## src/rtl/bios_wdt_timer.sv

```systemverilog
// bios_wdt_timer: seconds-based BIOS watchdog driven by the toggle-per-command
// strobes of the WDT write decoder, with warning, sticky expiry and reset-request pulse.
module bios_wdt_timer #(
    parameter int         PRESCALE    = 32768,
    parameter logic [7:0] TIMEOUT_SEC = 8'd120,
    parameter logic [7:0] WARN_SEC    = 8'd10,
    parameter int         RST_CYCLES  = 32
) (
    input  logic       MainResetN,
    input  logic       CLK32768,
    input  logic [4:0] bCPUWrWdtRegSig,
    output logic       WdtActive,
    output logic       WdtWarn,
    output logic       WdtExpired,
    output logic       WdtRstReqN,
    output logic [7:0] WdtSecRemain,
    output logic [3:0] WdtErrCnt
);
    localparam int PW = $clog2(PRESCALE);
    localparam int RW = $clog2(RST_CYCLES + 1);
    localparam logic [PW-1:0] PRESCALE_MAX = PW'(PRESCALE - 1);
    localparam logic [RW-1:0] PULSE_LAST   = RW'(RST_CYCLES - 1);

    typedef enum logic [1:0] {DISABLED, ARMED, WARN, EXPIRED} state_t;

    state_t        state, state_n;
    logic [4:0]    sync_sig, prev_sig, evt;
    logic          unlock, unlock_n;
    logic [PW-1:0] presc, presc_n;
    logic [7:0]    sec_cnt, sec_n, sec_dec;
    logic [RW-1:0] pulse_cnt, pulse_n;
    logic          rst_req_n, rst_req_n_n;
    logic          expired, expired_n;
    logic [3:0]    err_cnt, err_n;
    logic [4:0]    err_sum;
    logic          counting, tick, cmd_dis, cmd_load, expire;

    assign evt      = sync_sig ^ prev_sig;
    assign counting = state == ARMED || state == WARN;
    assign tick     = counting && presc == PRESCALE_MAX;
    assign cmd_dis  = evt[2] & unlock;
    assign cmd_load = ~cmd_dis & (evt[1] | (evt[0] & counting));
    // a command in the tick cycle wins, so expiry only fires on an otherwise idle tick
    assign expire   = tick & ~cmd_dis & ~cmd_load & (sec_cnt <= 8'd1);
    assign sec_dec  = sec_cnt - 8'd1;
    assign err_sum  = {1'b0, err_cnt} + {4'b0, evt[4]} + {4'b0, evt[2] & ~unlock};

    always_comb begin
        state_n = state;
        sec_n   = sec_cnt;
        presc_n = counting ? presc + 1'b1 : '0;
        if (cmd_dis) begin
            state_n = DISABLED;
            sec_n   = '0;
            presc_n = '0;
        end else if (cmd_load) begin
            state_n = ARMED;
            sec_n   = TIMEOUT_SEC;
            presc_n = '0;
        end else if (tick) begin
            presc_n = '0;
            sec_n   = expire ? 8'd0 : sec_dec;
            state_n = expire ? EXPIRED : (sec_dec <= WARN_SEC ? WARN : state);
        end
        unlock_n    = evt[3] | (unlock & ~|evt);
        err_n       = err_sum > 5'd15 ? 4'hF : err_sum[3:0];
        expired_n   = expired | expire;
        pulse_n     = expire ? PULSE_LAST : (pulse_cnt != '0 ? pulse_cnt - 1'b1 : pulse_cnt);
        // the pulse runs to completion even if the timer is re-armed meanwhile
        rst_req_n_n = ~expire & (rst_req_n | pulse_cnt == '0);
    end

    always_ff @(posedge CLK32768 or negedge MainResetN) begin
        if (!MainResetN) begin
            sync_sig  <= '0;
            prev_sig  <= '0;
            unlock    <= 1'b0;
            state     <= DISABLED;
            presc     <= '0;
            sec_cnt   <= '0;
            pulse_cnt <= '0;
            rst_req_n <= 1'b1;
            expired   <= 1'b0;
            err_cnt   <= '0;
        end else begin
            sync_sig  <= bCPUWrWdtRegSig;
            prev_sig  <= sync_sig;
            unlock    <= unlock_n;
            state     <= state_n;
            presc     <= presc_n;
            sec_cnt   <= sec_n;
            pulse_cnt <= pulse_n;
            rst_req_n <= rst_req_n_n;
            expired   <= expired_n;
            err_cnt   <= err_n;
        end
    end

    assign WdtActive    = counting;
    assign WdtWarn      = state == WARN;
    assign WdtExpired   = expired;
    assign WdtRstReqN   = rst_req_n;
    assign WdtSecRemain = sec_cnt;
    assign WdtErrCnt    = err_cnt;
endmodule

```

## config.mk

```make
export PLATFORM = sky130hd
export DESIGN_NAME = bios_wdt_timer
export DESIGN_NICKNAME = d
export VERILOG_FILES = /design/src/rtl/bios_wdt_timer.sv
export SDC_FILE = /design/constraint.sdc
export NUM_CORES = 1
export LEC_CHECK = 0
export ABC_AREA = 1
export CELL_PAD_IN_SITES_DETAIL_PLACEMENT = 1
export CELL_PAD_IN_SITES_GLOBAL_PLACEMENT = 1
export CORE_MARGIN = 5
export CORE_UTILIZATION = 47
export DETAILED_ROUTE_END_ITERATION = 12
export PLACE_DENSITY_LB_ADDON = 0.25
export SYNTH_ARGS = -nofsm -noshare
export SYNTH_HDL_FRONTEND = slang
export SYNTH_SLANG_ARGS = --single-unit
```

## constraint.sdc

```tcl
create_clock -name CLK32768 -period 2.9 [get_ports CLK32768]
set_input_delay 0.435 -clock CLK32768 [delete_from_list [all_inputs] [get_ports CLK32768]]
set_output_delay 0.435 -clock CLK32768 [all_outputs]
set_load 0.1 [all_outputs]
```

; ---- Word level (Yosys, flattened, before mapping)
; Cells that the tools add are included.
[word_totals]
rom_bits = 0
mem_bits_rw = 0
out_inout_bits = 16
memories = 0
latch_bits = 0
in_bits = 7
elab_cells = 65
regBits = 48
[classes]
n_shift = 0
muxes = 16
bitwise_logic = 18
div = 0
add_sub_neg = 5
reduce_logical = 10
eq_ne = 3
mul = 0
order_cmp = 3
[ops]
columns = op, count
row1 = two-way mux 15 bit, 4
row2 = two-way mux 8 bit, 4
row3 = "adder 15 x 1 -> 15 bit, second input constant", 1
row4 = "== test 15 bit, second input constant", 1
row5 = two-way mux 6 bit, 2
row6 = two-way mux 2 bit, 5
row7 = bitwise AND 1 bit, 9
row8 = "<= comparator 8 x 1 -> 1 bit, second input constant", 1
row9 = "<= comparator 8 x 4 -> 1 bit, second input constant", 1
row10 = "subtractor 8 x 1 -> 8 bit, second input constant", 1
row11 = logical NOT 6 bit, 1
row12 = nonzero test 6 bit, 1
row13 = "subtractor 6 x 1 -> 6 bit, second input constant", 1
row14 = adder 4 x 1 -> 5 bit, 1
row15 = adder 5 x 1 -> 5 bit, 1
row16 = "> comparator 5 x 4 -> 1 bit, second input constant", 1
row17 = OR reduction 5 bit, 1
row18 = XOR 5 bit, 1
row19 = two-way mux 4 bit, 1
row20 = NOT 1 bit, 4
row21 = bitwise OR 1 bit, 4
row22 = nonzero test 4 bit, 1
row23 = nonzero test 3 bit, 1
row24 = "== test 2 x 1 -> 1 bit, second input constant", 1
row25 = 6 further kinds, 6

; ---- Depth between registers and ports, before layout
[logic_depth]
ltp_word = 12
ltp_mapped = 13
ltp_nobuf = 13

; ---- Least setup slack after synthesis
; Ideal clock, no wire load.
[synth_timing]
path_kind = reg-to-reg
startpoint = reg state[0]
endpoint = reg presc[5]
synth_period_minus_slack_ps = 2328
required_time_ps = 2764
n_path_buf = 1
stages_incl_launch_ff = 12
arrival_time_ps = 2191
setup_ps = 136
setup_slack_ps = 572
path_cell_list = dfrtp_1 inv_1 ha_1 inv_1 nand3_1 nor2_4 inv_2 nand2_4 nor2_4 inv_4 buf_12 nor3_4
[synth_between]
elab_chain_cells = 7
elab_cells_between_ends = 11
cone_classes = 2 x eq/ne / 4 x mux / 3 x bitwise / 2 x reduce/logical
[synth_lines]
columns = item, line_no
row1 = "start, declared", 26  ; state_t state, state_n;
row2 = "start signal, assigned", 89  ; state <= state_n;
row3 = == test 2 x 1 -> 1 bit / == test 2 bit (equally long branches), 39  ; assign counting = state == ARMED || state == WARN;
row4 = logical OR 1 bit *, 39
row5 = named net WdtActive, 12  ; output logic WdtActive,
row6 = bitwise AND 1 bit, 42  ; assign cmd_load = ~cmd_dis & (evt[1] | (evt[0] & counting));
row7 = bitwise OR 1 bit, 42
row8 = bitwise AND 1 bit, 42
row9 = two-way mux 15 bit *, 56  ; end else if (cmd_load) begin
row10 = two-way mux 15 bit *, 52  ; if (cmd_dis) begin
row11 = named net presc_n[5], 29  ; logic [PW-1:0] presc, presc_n;
row12 = "end signal, assigned", 90  ; presc <= presc_n;
row13 = "end, declared", 29
; Mark *: on every way through the listed nets, which the timed path passes. The rest lies on a longest branch.
; A chain may end at the register's enable or synchronous reset.

; ---- Worst setup path after layout
[layout_timing]
startpoint = reg state[0]
endpoint = out WdtActive
[layout_between]
elab_chain_cells = 2
elab_cells_between_ends = 3
cone_classes = 2 x eq/ne / 1 x reduce/logical
[layout_lines]
columns = item, line_no
row1 = == test 2 x 1 -> 1 bit / == test 2 bit (equally long branches), 39
row2 = logical OR 1 bit *, 39
row3 = "end, declared", 12
; Every way passes the cells marked *; elsewhere a longest branch is shown, timed or not.

==> metrics.cfg <==
[status]
outcome=completed

[critical_path]
worstPathRequired_ns=2.47
cpMaxStageDelayCell=dfrtp_1
reg2reg_from=state[0]
critPathMaxFanout=3
cpPeakStageDelay_ns=0.36
cpMostUsedCell=inv_1
cp-startpoint=state[0]
reg2reg_slack_ns=1.00
r2r_cells=10
critPathCaptureType=output pin
r2r-end=WdtSecRemain[4]
crit_path_start_kind=flop
crit_chain=inv_1, ha_1, inv_1, buf_4
worstSetupEndpoint=WdtActive
cp_data_arrival_time_ns=1.52
crit_type=flop to output pin

[final_layout]
final_common_cell=nand2_1
layout.nets=327
drive_gt1_share_pct=19.55
syn_to_final_growth_pct=13.67
n_antenna_cell=0
layout_common_cells=nand2_1 (65), dfrtp_1 (47), inv_1 (42)

[routing]
dr.first_iter.drc_count=68
antenna_left=0
drc=0
postRouteWirelength_mm=5.245
wl_per_cell_um=13.73
num_vias=1874
dr.pass1.iters=4
via_per_inst=4.906

[logic_synthesis]
synthCells=283
synthFlopType=dfrtp_1
ys_seq_area_share_pct=47.43
synth-seq-cells=48
syn_area_per_cell_sq_um=8.957
synth_edf_count=0
synthArstFlopShare_pct=100.0
synthDistinctLibCells=36
syn_area_sq_um=2535
syn-num-nets=299
ys_warn_count=0

[floorplan]
core_region_area_sq_um=5172
rows=26
die_h_um=83.44
die_w_um=83.44
io_pins=23
initial_core_util_pct=49.01
dieArea_sq_um=6962

[clock_tree]
cts_buffers=5
cts_hold_buf=0
cts_tree=done
clockBufferDepth=2
cts_sinks=48
clk_latency_ns=0.31
htreeDepth=2
cts-resized-gates=0
cts.clk_slew.worst_paths_ns=0.09
post_cts_buffers=0
cts_root_buffer=clkbuf_8

[sta]
finalCritPeriodShare_pct=67.54
final_hold_viol_count=0
fmax_ghz=0.5106
worstMarginPinSlew_ns=0.5971
setup_violations=0
slew_headroom_pct=60.20
whs_ns=0.2159
period_minus_slack_ns=1.959
rsz0062_at_grt=no
skew_ns=0.005172
maxSlewViolCount=0
final.setup.tns_ns=0

[place]
dp.final_hpwl_mm=3.855
gp_congestion=0.8122
portBuffers=22

[global_routing]
grtUsageTotal_pct=16.86
grt_pass1_wl_mm=9.556
antenna_found_initial=0
grt.overflow.total=0
grt_max_degree=49
grt_pass1_vias=2111

[power_and_ir_drop]
p_leak_nw=1.432
pwr_density_cell_nw_per_um2=1053
max-vdd-ir-drop_v=0.0007057

[hold_path]
hold_path.class=input port to async pin

[flow_run]
drv_cap=0

[through the flow]
| step | std cells | area [sq um] | worst slack (ns) | power [mW] | util, % |
|---|---|---|---|---|---|
| after floorplan | 283 | 2535 | 0.5723 | 2.218 | - |
| after global placement | 374 | 2766 | 1.034 | 2.517 | 53.48 |
| after detailed placement | 374 | 2766 | 0.9928 | 2.547 | 53.48 |
| after CTS | 382 | 2882 | 0.9200 | 3.081 | 55.71 |
| after global routing | 382 | 2882 | 0.8291 | 3.249 | 55.71 |
| final | 382 | 2882 | 0.9414 | 3.035 | 55.71 |
[worst min-delay path by stage]
stage | cells after the start | endpoint | slack (ns) | startpoint
2_1_floorplan | 0 | WdtErrCnt[0] | 0.14 | MainResetN
4_1_cts | 2 | WdtErrCnt[3] | 0.23 | MainResetN
6_report | 2 | WdtErrCnt[1] | 0.22 | MainResetN
5_1_grt | 2 | WdtErrCnt[1] | 0.25 | MainResetN
3_5_place_dp | 0 | prev_sig[4] | 0.39 | sync_sig[4]
3_3_place_gp | 0 | prev_sig[2] | 0.38 | sync_sig[2]
[cell type report]
| class | instances | area, sq um |
|---|---|---|
| inverter | 45 | 171.4 |
| clock buffer | 5 | 68.82 |
| timing repair buffer | 24 | 190.2 |
| sequential | 48 | 1202 |
| clock inverter | 3 | 46.29 |
| multi-input combinational | 187 | 1115 |
| fill | 613 | 2291 |
| tap | 70 | 87.58 |
[critical path: cells and delay by family, from the launching register on]
kind	cells	cell delay, ns
flops	1	0.36
buf+inv	3	0.53
fa+ha+maj	1	0.33
[cells in the mapped netlist (5+ instances only)]
| master | n | area share, % |
|---|---|---|
| nor2_4 | 6 | 2.7 |
| xor2_1 | 6 | 2.1 |
| nor2_2 | 9 | 2.2 |
| ha_1 | 8 | 3.9 |
| nand3_1 | 18 | 3.6 |
| nor2_1 | 25 | 3.7 |
| nor3_1 | 5 | 0.99 |
| dfrtp_1 | 47 | 46 |
| o21ai_0 | 7 | 1.4 |
| nand2_1 | 65 | 9.6 |
| a21oi_1 | 5 | 0.99 |
| inv_1 | 42 | 6.2 |
[routing by layer]
metal / GRT usage (%) / vias to the layer above / routed length (um)
met3: 3.366 / 9 / 134
li1: - / 934 / -
met2: 29.15 / 19 / 2727
met4: 6.433 / 0 / 99
met5: 0 / - / 0
met1: 20.72 / 912 / 2282
[kinds of logic after synthesis]
logic type | count (synthesis) | synth area share [%]
and+or+nand+nor | 142 | 28.48
adders and majority gates | 9 | 4.739
AOI/OAI and AO/OA | 25 | 6.219
xor gates and xnor gates | 11 | 4.541
DFF | 48 | 47.43
buffers and inverters | 48 | 8.588
[registers in the layout (all words and copies together) (netlist names)]
signal / cells
WdtErrCnt: 4
WdtExpired: 1
WdtRstReqN: 1
WdtSecRemain: 8
presc: 15
prev_sig: 5
pulse_cnt: 6
state: 2
sync_sig: 5
unlock: 1
[where the power goes]
part	switching, mW	internal, mW	leakage [nW]
Clock	0.243	0.260	0.0548
Sequential	0.114	0.777	0.616
Combinational	1.26	0.380	0.761
No activity file was read; power rests on OpenSTA's default activity.
